==> src/rtl/sys_defs.sv <==
// Shared definitions for the completion stage.
// Holds the default datapath widths, the data-memory bus command and size
// encodings, the completion FSM state type and the completion-queue entry.
package sys_defs;

    localparam int SYS_XLEN      = 32;
    localparam int SYS_PRF_IDX_W = 6;
    localparam int SYS_ROB_IDX_W = 5;

    // Data-memory bus commands
    localparam logic [1:0] BUS_NONE  = 2'h0;
    localparam logic [1:0] BUS_LOAD  = 2'h1;
    localparam logic [1:0] BUS_STORE = 2'h2;

    typedef enum logic [1:0] {
        BYTE = 2'h0,
        HALF = 2'h1,
        WORD = 2'h2
    } MEM_SIZE;

    typedef enum logic {
        RUN        = 1'b0,
        STORE_WAIT = 1'b1
    } CMPL_STATE;

    // One execute result waiting to retire
    typedef struct packed {
        logic [SYS_XLEN-1:0]      result;      // ALU result or store address
        logic [SYS_XLEN-1:0]      rs2_value;   // store data
        logic [1:0]               mem_size;
        logic                     wr_mem;
        logic [SYS_PRF_IDX_W-1:0] dest_tag;
        logic [SYS_ROB_IDX_W-1:0] rob_idx;
        logic                     take_branch;
        logic [SYS_XLEN-1:0]      npc;
        logic                     halt;
        logic                     illegal;
    } IC_ENTRY;

endpackage

==> src/rtl/ic_queue.sv <==
// In-order circular FIFO of completion entries.
// Ports: clock/reset (sync, active-high), flush (clears like reset),
//   push/wr_entry (write at tail, ignored when full), pop (advance head,
//   ignored when empty), head_entry (entry at head), empty, full, count.
module ic_queue #(
    parameter int  DEPTH   = 4,
    parameter type entry_t = logic,
    localparam int PTR_W   = $clog2(DEPTH),
    localparam int CNT_W   = $clog2(DEPTH + 1)
) (
    input  logic             clock,
    input  logic             reset,
    input  logic             flush,
    input  logic             push,
    input  entry_t           wr_entry,
    input  logic             pop,
    output entry_t           head_entry,
    output logic             empty,
    output logic             full,
    output logic [CNT_W-1:0] count
);

    entry_t            mem_q [DEPTH];
    logic [PTR_W-1:0]  head_q, tail_q;
    logic [CNT_W-1:0]  count_q;
    logic              do_push, do_pop;

    assign empty      = (count_q == '0);
    assign full       = (count_q == CNT_W'(DEPTH));
    assign count      = count_q;
    assign head_entry = mem_q[head_q];
    assign do_push    = push && !full;
    assign do_pop     = pop && !empty;

    // Pointers wrap naturally because DEPTH is a power of two.
    always_ff @(posedge clock) begin
        if (reset || flush) begin
            head_q  <= '0;
            tail_q  <= '0;
            count_q <= '0;
        end else begin
            if (do_push) tail_q <= tail_q + 1'b1;
            if (do_pop)  head_q <= head_q + 1'b1;
            case ({do_push, do_pop})
                2'b10:   count_q <= count_q + 1'b1;
                2'b01:   count_q <= count_q - 1'b1;
                default: count_q <= count_q;
            endcase
        end
    end

    // Storage needs no reset: validity is tracked by the pointers.
    always_ff @(posedge clock) begin
        if (!(reset || flush) && do_push) mem_q[tail_q] <= wr_entry;
    end

endmodule

==> src/rtl/stage_complete.sv <==
// Completion stage: queues execute results in order and retires one per
// cycle, broadcasting on the CDB, performing stores through a two-state
// handshake with data memory, and marking ROB entries complete.
// Ports: clock/reset (sync, active-high), squash (clears everything),
//   ex_* (execute result in), ic_ready (backpressure out), cdb_* (tag
//   broadcast), rob_* (completion report), st2Dmem_*/Dmem2st_ack (store bus).
// Width parameters must match the sys_defs defaults because the queue entry
// type is defined there.
module stage_complete
    import sys_defs::*;
#(
    parameter int XLEN      = SYS_XLEN,
    parameter int DEPTH     = 4,
    parameter int PRF_IDX_W = SYS_PRF_IDX_W,
    parameter int ROB_IDX_W = SYS_ROB_IDX_W
) (
    input  logic                 clock,
    input  logic                 reset,
    input  logic                 squash,
    input  logic                 ex_valid,
    input  logic [XLEN-1:0]      ex_result,
    input  logic [XLEN-1:0]      ex_rs2_value,
    input  logic [1:0]           ex_mem_size,
    input  logic                 ex_wr_mem,
    input  logic [PRF_IDX_W-1:0] ex_dest_tag,
    input  logic [ROB_IDX_W-1:0] ex_rob_idx,
    input  logic                 ex_take_branch,
    input  logic [XLEN-1:0]      ex_npc,
    input  logic                 ex_halt,
    input  logic                 ex_illegal,
    output logic                 ic_ready,
    output logic                 cdb_valid,
    output logic [PRF_IDX_W-1:0] cdb_tag,
    output logic [XLEN-1:0]      cdb_data,
    output logic                 rob_complete_en,
    output logic [ROB_IDX_W-1:0] rob_complete_idx,
    output logic                 rob_take_branch,
    output logic                 rob_halt,
    output logic                 rob_illegal,
    output logic [1:0]           st2Dmem_command,
    output logic [XLEN-1:0]      st2Dmem_addr,
    output logic [XLEN-1:0]      st2Dmem_data,
    output logic [1:0]           st2Dmem_size,
    input  logic                 Dmem2st_ack
);

    localparam int CNT_W = $clog2(DEPTH + 1);

    IC_ENTRY          wr_entry, head;
    logic             q_empty, q_full, flush, push, pop;
    logic [CNT_W-1:0] q_count;
    CMPL_STATE        state_q, state_d;

    assign flush = reset || squash;
    // Readiness comes only from registered count, so a full queue stays
    // not-ready even in a cycle where it pops.
    assign ic_ready = (q_count < CNT_W'(DEPTH));
    assign push     = ex_valid && ic_ready && !flush;

    always_comb begin
        wr_entry             = '0;
        wr_entry.result      = ex_result;
        wr_entry.rs2_value   = ex_rs2_value;
        wr_entry.mem_size    = ex_mem_size;
        wr_entry.wr_mem      = ex_wr_mem;
        wr_entry.dest_tag    = ex_dest_tag;
        wr_entry.rob_idx     = ex_rob_idx;
        wr_entry.take_branch = ex_take_branch;
        wr_entry.npc         = ex_npc;
        wr_entry.halt        = ex_halt;
        wr_entry.illegal     = ex_illegal;
    end

    ic_queue #(.DEPTH(DEPTH), .entry_t(IC_ENTRY)) u_queue (
        .clock      (clock),
        .reset      (reset),
        .flush      (squash),
        .push       (push),
        .wr_entry   (wr_entry),
        .pop        (pop),
        .head_entry (head),
        .empty      (q_empty),
        .full       (q_full),
        .count      (q_count)
    );

    always_comb begin
        state_d          = state_q;
        pop              = 1'b0;
        cdb_valid        = 1'b0;
        cdb_tag          = '0;
        cdb_data         = '0;
        rob_complete_en  = 1'b0;
        rob_complete_idx = '0;
        rob_take_branch  = 1'b0;
        rob_halt         = 1'b0;
        rob_illegal      = 1'b0;
        st2Dmem_command  = BUS_NONE;
        st2Dmem_addr     = '0;
        st2Dmem_data     = '0;
        st2Dmem_size     = '0;
        if (!q_empty) begin
            if (head.wr_mem) begin
                // Store fields are held from the request cycle until ack.
                st2Dmem_command = BUS_STORE;
                st2Dmem_addr    = head.result;
                st2Dmem_data    = head.rs2_value;
                st2Dmem_size    = head.mem_size;
            end
            case (state_q)
                RUN: begin
                    if (head.wr_mem) begin
                        state_d = STORE_WAIT;
                    end else begin
                        pop       = 1'b1;
                        cdb_valid = (head.dest_tag != '0) && !head.illegal;
                        if (cdb_valid) begin
                            cdb_tag  = head.dest_tag;
                            cdb_data = head.take_branch ? head.npc : head.result;
                        end
                    end
                end
                STORE_WAIT: begin
                    if (Dmem2st_ack) begin
                        pop     = 1'b1;
                        state_d = RUN;
                    end
                end
                default: state_d = RUN;
            endcase
            if (pop) begin
                rob_complete_en  = 1'b1;
                rob_complete_idx = head.rob_idx;
                rob_take_branch  = head.take_branch;
                rob_halt         = head.halt;
                rob_illegal      = head.illegal;
            end
        end
    end

    always_ff @(posedge clock) begin
        if (flush) state_q <= RUN;
        else       state_q <= state_d;
    end

    // Upstream must honour ic_ready; an entry offered while full is lost.
    always @(posedge clock) begin
        if (!flush && ex_valid) assert (!q_full);
    end

endmodule

==> config.mk <==
export PLATFORM = sky130hd
export DESIGN_NAME = stage_complete
export DESIGN_NICKNAME = d
export VERILOG_FILES = /design/src/rtl/sys_defs.sv /design/src/rtl/ic_queue.sv /design/src/rtl/stage_complete.sv
export SDC_FILE = /design/constraint.sdc
export NUM_CORES = 1
export LEC_CHECK = 0
export ABC_AREA = 1
export CELL_PAD_IN_SITES_DETAIL_PLACEMENT = 1
export CELL_PAD_IN_SITES_GLOBAL_PLACEMENT = 2
export CORE_MARGIN = 10
export CORE_UTILIZATION = 30
export CTS_CLUSTER_SIZE = 12
export DETAILED_ROUTE_END_ITERATION = 10
export DONT_BUFFER_PORTS = 1
export GPL_TIMING_DRIVEN = 0
export PLACE_DENSITY = 0.73
export SKIP_LAST_GASP = 1
export SYNTH_ARGS = -nofsm -noshare
export SYNTH_HDL_FRONTEND = slang
export SYNTH_SLANG_ARGS = --single-unit
export TNS_END_PERCENT = 10
==> constraint.sdc <==
create_clock -name clock -period 8.1 [get_ports clock]
set_input_delay 2.025 -clock clock [delete_from_list [all_inputs] [get_ports clock]]
set_output_delay 2.025 -clock clock [all_outputs]
set_load 0.1 [all_outputs]
==> metrics.yaml <==
synthesis:
  synthTopCellsByArea: "edfxtp_1 73%, nor2_1 5.6%, nand2_1 4.8%"
  synthArstFlopShare_pct: 0
  synth-seq-area-share_pct: 73.7
  synth_top_area_share_pct: 72.7
  synth_cell_types: 25
  yosysWarningCount: 0
  synth_area_leader_cell: "edfxtp_1"
  synth-seq-cells: 462
  synth_edf_count: 452
  synth_cells: 1551
  syn_area_mm2: 0.0187
  synth_ff_type: "edfxtp_1"
  avgSynthCellArea_um2: 12.0
  syn_nets: 1675
finish:
  syn2layout_area_growth_pct: 19.7
  layout_commonest_cell: "edfxtp_1"
  fin_util_pct: 36.2
  final_cell_mix: "452 x edfxtp_1, 239 x nand2_1, 202 x nor2_1, 144 x o21ai_0, 115 x nand3_1"
  fin_area_mm2: 0.0224
  diodes: 0
  stdcell_count: 2509
  drive_above_1_share_pct: 20.6
  num-nets-final: 1752
global_route:
  grt_usage_pct: 15.9
  antenna_found_initial: 0
  grt-ovfl-total: 0
  grt_max_degree: 28
  grt_pass1_wl_mm: 86.7
  grt_pass1_vias: 12800
setup_path:
  crit_fanout: 10
  cp-end-kind: "primary output"
  critPathArrivalTime_ps: 4570
  crit_path_frequent_cell: "inv_1"
  crit_chain: "inv_1 > nand3_1 > inv_1 > nor2_2 > inv_1 > buf_2 > buf_2 > nor2_2"
  crit_required_ps: 6080
  crit_type: "reg2out"
  start_kind: "flip-flop"
  max_stage_delay_ps: 1040
  slowest_stage: "nor2_2"
clock_tree:
  root_buffer: "clkbuf_16"
  cts_setup_buffers: 0
  cts_made_buffers: 53
  clkLatencyLatePin_ps: 590
  htreeDepth: 2
  clkTransAtPathRegs_ps: 60
  tritoncts: "yes"
  cts_buffer_depth: 3
  cts_sinks: 462
  hold_buffers: 0
  cts_resized: 0
sta:
  fmax_mhz: 152
  rsz0062_at_grt: "no"
  min_period_ps: 6590
  tightest_slew_ps: 1330
  finalSetupViolCount: 0
  relSlewSlack_pct: 11.6
  period_share_pct: 81.4
  fin_skew_ps: 15.2
  tns_ps: 0
  slew_violations: 0
  finalHoldViolCount: 0
detailed_routing:
  drtIter0Drc: 667
  route.detailed.drc: 0
  dr.pass1.iters: 5
  wirelength_mm: 59.3
  viasPerCell: 4.73
  detail-route-antenna-nets: 0
  vias: 11900
  wire_per_inst_um: 23.6
floorplanning:
  die-area_mm2: 0.0726
  die_h_um: 270
  rows: 91
  die_w_um: 270
  coreArea_mm2: 0.0617
  start_util_pct: 30.3
  io_pins: 235
placement:
  dp.cells: 2410
  finalWeightedCongestion: 0.753
  dp_hpwl_mm: 41.1
  portBuffers: 0
  placed_area_mm2: 0.0206
status:
  status: "finished, final reports clean"
pwr:
  power_density_mw_per_mm2: 235
  p_leak_nw: 7.69
  ir_drop_uv: 179
job:
  cap_violations: 0
min_path:
  holdCritPathClass: "reg2reg"
[cells in the mapped netlist (2+ instances only)]
master    count
a21oi_1      47
buf_1         3
buf_2        49
buf_4         5
buf_6         8
clkbuf_1     27
dfxtp_1      10
edfxtp_1    452
ha_1          5
inv_1        52
inv_2         2
nand2_1     239
nand3_1     115
nor2_1      277
nor2_2        2
o211ai_1      2
o21ai_0     144
o21ai_1      42
or2_2        64
[power breakdown]
group / switching (mW) / internal [mW]
clock network: 0.952 / 1.49
logic: 0.121 / 0.0348
registers: 0.00575 / 2.65
[critical path, delay by kind of cell (launching register included)]
kind | cells | cell delay, ps
flops | 1 | 300
buf+inv | 5 | 1350
simple gates | 3 | 2280
[per-layer routing]
layer	routed length (um)	GRT usage (%)	up-vias	part of all wire [%]
li1	-	-	5544	-
met1	23900	18.3	5982	40
met2	29200	27.3	269	49
met3	5190	6.42	63	8.7
met4	987	3.76	0	1.7
met5	0	0	-	0
[sequential cells by signal, summed over array words and instances, names as in the netlist, named ones only]
name and cells:
state_q 1, u_queue.count 3, u_queue.head_q 2, u_queue.mem_q 452, u_queue.tail_q 2
[metrics by stage]
stage | hold WS (ps) | power (mW) | setup slack (ps)
6_report | 515 | 5.26 | 1510
2_1_floorplan | 459 | 2.82 | 206
5_1_grt | 563 | 5.43 | 1310
3_5_place_dp | 494 | 2.87 | 2100
4_1_cts | 512 | 5.33 | 1400
3_3_place_gp | 479 | 2.86 | -5180
[cells by family after synthesis]
logic type,share of synthesized area [%]
AOI/OAI and AO/OA,6.32
xor gates and xnor gates,0.0469
adders and majority gates,0.442
buffers and inverters,3.70
DFF,73.7
other,0.0201
and+or+nand+nor,15.7
[worst paths after layout]
path                                       start                   end  slack (ps)  depth (start not counted)
worst min-delay path            u_queue.count[1]      u_queue.count[1]         520                          2
worst max-delay path            u_queue.count[2]       st2Dmem_addr[3]        1510                          8
worst min register to register  u_queue.count[1]      u_queue.count[1]         520                          2
worst max register to register  u_queue.count[2]  u_queue.mem_q[1][90]        4680                          6
[area by class of cell]
type,instances,area (um^2)
Tap cell,837,1050
Sequential cell,462,13800
Clock buffer,65,1410
Clock inverter,34,369
Inverter,55,206
Timing Repair Buffer,22,500
Buffer,92,485
Fill cell,6578,39300
Multi-Input combinational cell,942,4570
No activity file was read; power rests on OpenSTA's default activity.
